`config.mk`:
```
export PLATFORM = sky130hd
export DESIGN_NAME = jtag_shift_engine
export DESIGN_NICKNAME = d
export VERILOG_FILES = /design/src/rtl/jtag_shift_engine.sv
export SDC_FILE = /design/constraint.sdc
export NUM_CORES = 1
export LEC_CHECK = 0
export ABC_CLOCK_PERIOD_IN_PS = 3700
export BUFFER_PORTS_ARGS = -buffer_cell sky130_fd_sc_hd__buf_2
export CORE_AREA = 4 4 168 154
export CTS_CLUSTER_DIAMETER = 100
export DETAILED_ROUTE_END_ITERATION = 10
export DIE_AREA = 0 0 172 158
export SETUP_SLACK_MARGIN = 0.5
export SLEW_MARGIN = 15
export SYNTH_ARGS = -nofsm -noshare
export SYNTH_HDL_FRONTEND = slang
export SYNTH_SLANG_ARGS = --single-unit
```
`constraint.sdc`:
```
create_clock -name clk_i -period 3.7 [get_ports clk_i]
set_input_delay 0.185 -clock clk_i [delete_from_list [all_inputs] [get_ports clk_i]]
set_output_delay 0.185 -clock clk_i [all_outputs]
set_load 0.1 [all_outputs]
```
`src/rtl/jtag_shift_engine.sv`:
```
// jtag_shift_engine: streams TMS/TDI words onto the JTAG pins with a programmable TCK
// half-period and returns captured TDO words. Optional define JTAG_SHIFT_LOOPBACK_EN adds loopback_i.
module jtag_shift_engine #(
  parameter int VEC_W = 32,
  parameter int LEN_W = 32,
  parameter int DIV_W = 8
) (
  input  logic             clk_i,
  input  logic             reset_n_i,
  input  logic             cmd_valid_i,
  output logic             cmd_ready_o,
  input  logic [LEN_W-1:0] cmd_len_i,
  input  logic [DIV_W-1:0] cmd_half_i,
  input  logic             in_valid_i,
  output logic             in_ready_o,
  input  logic [VEC_W-1:0] tms_word_i,
  input  logic [VEC_W-1:0] tdi_word_i,
  output logic             out_valid_o,
  input  logic             out_ready_i,
  output logic [VEC_W-1:0] tdo_word_o,
  output logic             done_o,
  output logic             busy_o,
  output logic             tck_o,
  output logic             tms_o,
  output logic             tdi_o,
`ifdef JTAG_SHIFT_LOOPBACK_EN
  input  logic             loopback_i,
`endif
  input  logic             tdo_i
);

  localparam int IDX_W = $clog2(VEC_W);

  typedef enum logic [2:0] {S_IDLE, S_LOAD, S_TCKL, S_TCKH, S_DRAIN} state_t;

  state_t           state_q, state_d;
  logic [LEN_W-1:0] rem_q, rem_d;
  logic [DIV_W-1:0] half_q, half_d, cnt_q, cnt_d;
  logic [IDX_W-1:0] idx_q, idx_d, idx_nx;
  logic [VEC_W-1:0] tms_sr_q, tms_sr_d, tdi_sr_q, tdi_sr_d;
  logic [VEC_W-1:0] cap_q, cap_d, out_q, out_d;
  logic             out_valid_q, out_valid_d, busy_q, busy_d, done_q, done_d;
  logic             tck_q, tck_d, tms_q, tms_d, tdi_q, tdi_d;
  logic             cap_bit, out_free, rem_last;

`ifdef JTAG_SHIFT_LOOPBACK_EN
  assign cap_bit = loopback_i ? tdi_q : tdo_i;
`else
  assign cap_bit = tdo_i;
`endif

  // The output register is free if empty or being taken this very cycle.
  assign out_free    = !out_valid_q || out_ready_i;
  assign cmd_ready_o = (state_q == S_IDLE) && !busy_q;
  assign in_ready_o  = (state_q == S_LOAD) && out_free;
  assign idx_nx      = idx_q + IDX_W'(1);
  assign rem_last    = (rem_q == LEN_W'(1));

  always_comb begin
    // NOTE: every signal gets a default first so no path can infer a latch.
    state_d     = state_q;
    rem_d       = rem_q;
    half_d      = half_q;
    cnt_d       = cnt_q;
    idx_d       = idx_q;
    tms_sr_d    = tms_sr_q;
    tdi_sr_d    = tdi_sr_q;
    cap_d       = cap_q;
    out_d       = out_q;
    out_valid_d = out_valid_q && !out_ready_i;
    busy_d      = busy_q;
    done_d      = 1'b0;
    tck_d       = tck_q;
    tms_d       = tms_q;
    tdi_d       = tdi_q;

    unique case (state_q)
      S_IDLE: begin
        // busy lingers one cycle so it overlaps the done pulse.
        busy_d = 1'b0;
        if (cmd_valid_i && cmd_ready_o) begin
          busy_d = 1'b1;
          rem_d  = cmd_len_i;
          half_d = (cmd_half_i == '0) ? DIV_W'(1) : cmd_half_i;
          if (cmd_len_i == '0) done_d  = 1'b1;
          else                 state_d = S_LOAD;
        end
      end
      S_LOAD: begin
        if (in_valid_i && in_ready_o) begin
          tms_sr_d = tms_word_i;
          tdi_sr_d = tdi_word_i;
          cap_d    = '0;
          idx_d    = '0;
          tms_d    = tms_word_i[0];
          tdi_d    = tdi_word_i[0];
          cnt_d    = half_q - DIV_W'(1);
          state_d  = S_TCKL;
        end
      end
      S_TCKL: begin
        if (cnt_q == '0) begin
          tck_d        = 1'b1;
          cap_d[idx_q] = cap_bit;
          cnt_d        = half_q - DIV_W'(1);
          state_d      = S_TCKH;
        end else begin
          cnt_d = cnt_q - DIV_W'(1);
        end
      end
      S_TCKH: begin
        if (cnt_q == '0) begin
          tck_d = 1'b0;
          rem_d = rem_q - LEN_W'(1);
          if (rem_last) begin
            out_d       = cap_q;
            out_valid_d = 1'b1;
            state_d     = S_DRAIN;
          end else if (idx_q == IDX_W'(VEC_W - 1)) begin
            out_d       = cap_q;
            out_valid_d = 1'b1;
            state_d     = S_LOAD;
          end else begin
            idx_d   = idx_nx;
            tms_d   = tms_sr_q[idx_nx];
            tdi_d   = tdi_sr_q[idx_nx];
            cnt_d   = half_q - DIV_W'(1);
            state_d = S_TCKL;
          end
        end else begin
          cnt_d = cnt_q - DIV_W'(1);
        end
      end
      S_DRAIN: begin
        if (out_free) begin
          done_d  = 1'b1;
          tms_d   = 1'b0;
          tdi_d   = 1'b0;
          state_d = S_IDLE;
        end
      end
      default: state_d = S_IDLE;
    endcase
  end

  // NOTE: the word-wide shift/capture registers are flops, not RAM, so they are reset
  // too; this keeps tdo_word_o at zero after reset and costs nothing in timing.
  always_ff @(posedge clk_i or negedge reset_n_i) begin
    if (!reset_n_i) begin
      state_q     <= S_IDLE;
      rem_q       <= '0;
      half_q      <= '0;
      cnt_q       <= '0;
      idx_q       <= '0;
      tms_sr_q    <= '0;
      tdi_sr_q    <= '0;
      cap_q       <= '0;
      out_q       <= '0;
      out_valid_q <= 1'b0;
      busy_q      <= 1'b0;
      done_q      <= 1'b0;
      tck_q       <= 1'b0;
      tms_q       <= 1'b0;
      tdi_q       <= 1'b0;
    end else begin
      // NOTE: non-blocking assignments so every flop samples pre-edge values.
      state_q     <= state_d;
      rem_q       <= rem_d;
      half_q      <= half_d;
      cnt_q       <= cnt_d;
      idx_q       <= idx_d;
      tms_sr_q    <= tms_sr_d;
      tdi_sr_q    <= tdi_sr_d;
      cap_q       <= cap_d;
      out_q       <= out_d;
      out_valid_q <= out_valid_d;
      busy_q      <= busy_d;
      done_q      <= done_d;
      tck_q       <= tck_d;
      tms_q       <= tms_d;
      tdi_q       <= tdi_d;
    end
  end

  assign out_valid_o = out_valid_q;
  assign tdo_word_o  = out_q;
  assign done_o      = done_q;
  assign busy_o      = busy_q;
  assign tck_o       = tck_q;
  assign tms_o       = tms_q;
  assign tdi_o       = tdi_q;

endmodule

```
==> results_dict.tcl <==
set metrics [dict create \
    outcome "finished clean" \
    fin_ws_ns 0.8877 \
    ys_seq_area_share_pct 50.05 \
    busiest_layer "met2" \
    synth_most_common_cell "dfrtp_1" \
    p_clk_share_pct 22.5 \
    die_height_um 158 \
    hold_slack_ns 0.02210 \
    async_reset_ff_share_pct 100.0 \
    rsz0062_at_grt "no" \
    crit_family "compound AO/OA/AOI/OAI gates" \
    critical_path_arrival_ns 3.13 \
    r2r_cells 5 \
    synth_top_area_share_pct 50.05 \
    wire_per_inst_um 17.47 \
    io_buffers 149 \
    worst_ep_required_time_ns 4.02 \
    met3_usage_pct 5.119 \
    drc 0 \
    stdcell_count 1389 \
    avgViaCountPerCell 5.411 \
    hp-start "cmd_half_i[0]" \
    gp_congestion 0.8116 \
    hold_path_end "half_q[0]" \
    hp-class "input port to flip-flop" \
    synth_cells 870 \
    cts.sinks 190 \
    hold_viol 0 \
    pwr-share-comb_pct 37.2 \
    grt-ovfl-total 0 \
    rows 54 \
    max_stage_delay_ns 0.73 \
    cp_slowest_cell "o21ai_4" \
    layout.area.seq_mm2 0.004755 \
    grt.met1_usage_pct 25.10 \
    synth_seq_cells 190 \
    cts_tree "yes" \
    p_total_mw 8.266 \
    path_cells "nand2b_1 > or2_2 > o21ai_4 > o21ai_0 > a22o_1" \
    place_area_mm2 0.01053 \
    syn_area_mm2 0.009499 \
    peakVddDrop_mv 0.3371 \
    power_density_mw_per_mm2 698.5 \
    layout-drive-gt1-share_pct 30.93 \
    die_w_um 172 \
    grt_pass1_wl_mm 39.34 \
    reg2reg_to "rem_q[23]" \
    totalWireLength_mm 24.27 \
    avgSynthCellArea_um2 10.92 \
    fmax_mhz 355.6 \
    setup_violations 0 \
    internal_power_mw 5.170 \
    synth_flop_cell "dfrtp_1" \
    cts_buffers 17 \
    synth_edf_count 0 \
    cp-start-kind "flip-flop" \
    antenna_found_initial 1 \
    grt.total_usage_pct 18.21 \
    dpl.hpwl_mm 16.46 \
    final_core_util_pct 49.20 \
    grt_max_degree 114 \
    multi_input_area_mm2 0.004452 \
    synthTopCellsByArea "dfrtp_1 (50%), mux2_2 (12%), o21ai_0 (5.4%)" \
    fin_crit_ns 2.812 \
    worstMarginPinSlew_ns 1.185 \
    core_mm2 0.02405 \
    clk_pin_slew_worst_paths_ns 0.08 \
    ioPinCount 150 \
    cts_buffer_depth 2 \
    drv_cap 0 \
    switching_share_pct 37.46 \
    cts_max_level 4 \
    start_util_pct 39.49 \
    area_delta_synth_final_pct 24.58 \
    critPathKind "flip-flop to flip-flop" \
    synth-warning-count 0 \
    ant_nets 0 \
    tns_ns 0 \
    fin_worst_skew_ns 0.01476 \
    vias 7516 \
    maxSlewHeadroom_pct 20.97 \
    dp_slack_ns 0.9229 \
    place_inst 1285 \
    p_switching_mw 3.097 \
    p_seq_share_pct 40.3 \
    synth_commonest_cells "dfrtp_1 (190), o21ai_0 (103), mux2_2 (102)" \
    synth_fp_nets 989 \
    grt_pass1_vias 7428 \
    fin_nets 1186 \
    yosysTopAreaCell "dfrtp_1" \
    final_cell_area_mm2 0.01183 \
    slew_violations 0 \
    r2r-start "state_q[0]" \
    min_period_over_period_pct 76.01 \
    die_area_mm2 0.02718 \
    critPathBufInv 0 \
    met2_usage_pct 27.85 \
    final.fill_count 2234 \
    holdPathStages 3 \
    synth_cell_types 69 \
    crit_fanout 48 \
    r2r_slack_ns 0.89 \
    drtIter0Drc 488 \
    leakage_nw 5.281 \
    first_pass_iters 5 \
    endpoint_kind "flip-flop" \
    cts-root-buf "clkbuf_16" \
    insertion_delay_ns 0.44 \
]
## area by class of cell
class	count	share of cell area (%)
Sequential cell	190	40.18
Antenna cell	1	0.02115
Inverter	16	0.5075
Clock buffer	18	3.627
Clock inverter	14	1.353
Multi-Input combinational cell	607	37.62
Tap cell	308	3.257
Timing Repair Buffer	235	13.44
## worst max-delay path by stage
| stage | from | endpoint | slack (ns) | depth (start not counted) |
|---|---|---|---|---|
| after floorplan | busy_o | rem_q[1] | 0.54 | 7 |
| after global placement | state_q[0] | rem_q[23] | 0.98 | 5 |
| after detailed placement | state_q[0] | rem_q[23] | 0.92 | 5 |
| after CTS | state_q[0] | rem_q[23] | 0.92 | 5 |
| after global routing | state_q[0] | rem_q[16] | 0.68 | 6 |
| final | state_q[0] | rem_q[23] | 0.89 | 5 |
## worst register-to-register path: cells and delay by family, from the launching register on
family / cells / cell delay [ns]
flip-flops: 1 / 0.62
AO/OA/AOI/OAI: 3 / 1.21
AND/OR/NAND/NOR: 2 / 0.87
## metal layers
metal	part of all wire [%]	vias to the layer above
met3	5.8	37
met4	2.4	0
li1	-	3607
met5	0	-
met2	46	188
met1	46	3684
## what timing repair did
| item | in CTS | in global routing |
|---|---|---|
| gates resized for setup | 0 | 0 |
| buffers inserted | 0 | 0 |
| hold buffers | 71 | 0 |
| hold endpoints to repair | 179 | 0 |
## sequential cells by signal (all words and copies together), names as in the netlist
register and cells:
state_q 3, tdi_sr_q 32, cap_q 32, cnt_q 8, idx_q 5, tms_sr_q 32
rem_q 32, out_valid_o 1, tdi_o 1, tck_o 1, tdo_word_o 32, half_q 8
done_o 1, tms_o 1, busy_o 1
## cell usage in the layout (no fill, tap or decap), drive strengths merged, types with 7 or more instances in the layout
master,netlist,final
dfrtp,190,190
buf,27,163
o21ai,108,108
mux2,105,105
dlygate4sd3,0,71
a21oi,68,68
nor2,54,54
nand2,43,43
nor3,21,21
inv,16,20
clkbuf,30,19
mux4,16,16
nor4,16,16
a31oi,13,13
nand3,12,12
and2,11,11
mux2i,10,10
ha,9,9
and3,8,8
or3,7,7
or2,7,7
## cells by family after synthesis
logic type,after synthesis,synth area share [%]
buffers and inverters,73,3.372
muxes,131,17.29
and+or+nand+nor,211,11.82
DFF,190,50.05
adders and majority gates,9,1.185
AOI/OAI and AO/OA,246,15.36
xor gates and xnor gates,10,0.9220
## power by group through the flow
stage               sequential [mW]  combinational, mW  clock [mW]
CTS                            3.32               3.10        1.91
finish                         3.33               3.08        1.86
global placement               3.34               2.98           0
global route                   3.43               3.43        2.02
detailed placement             3.35               3.02           0
floorplan                      3.30               2.32           0
(Power assumes the default switching activity.)
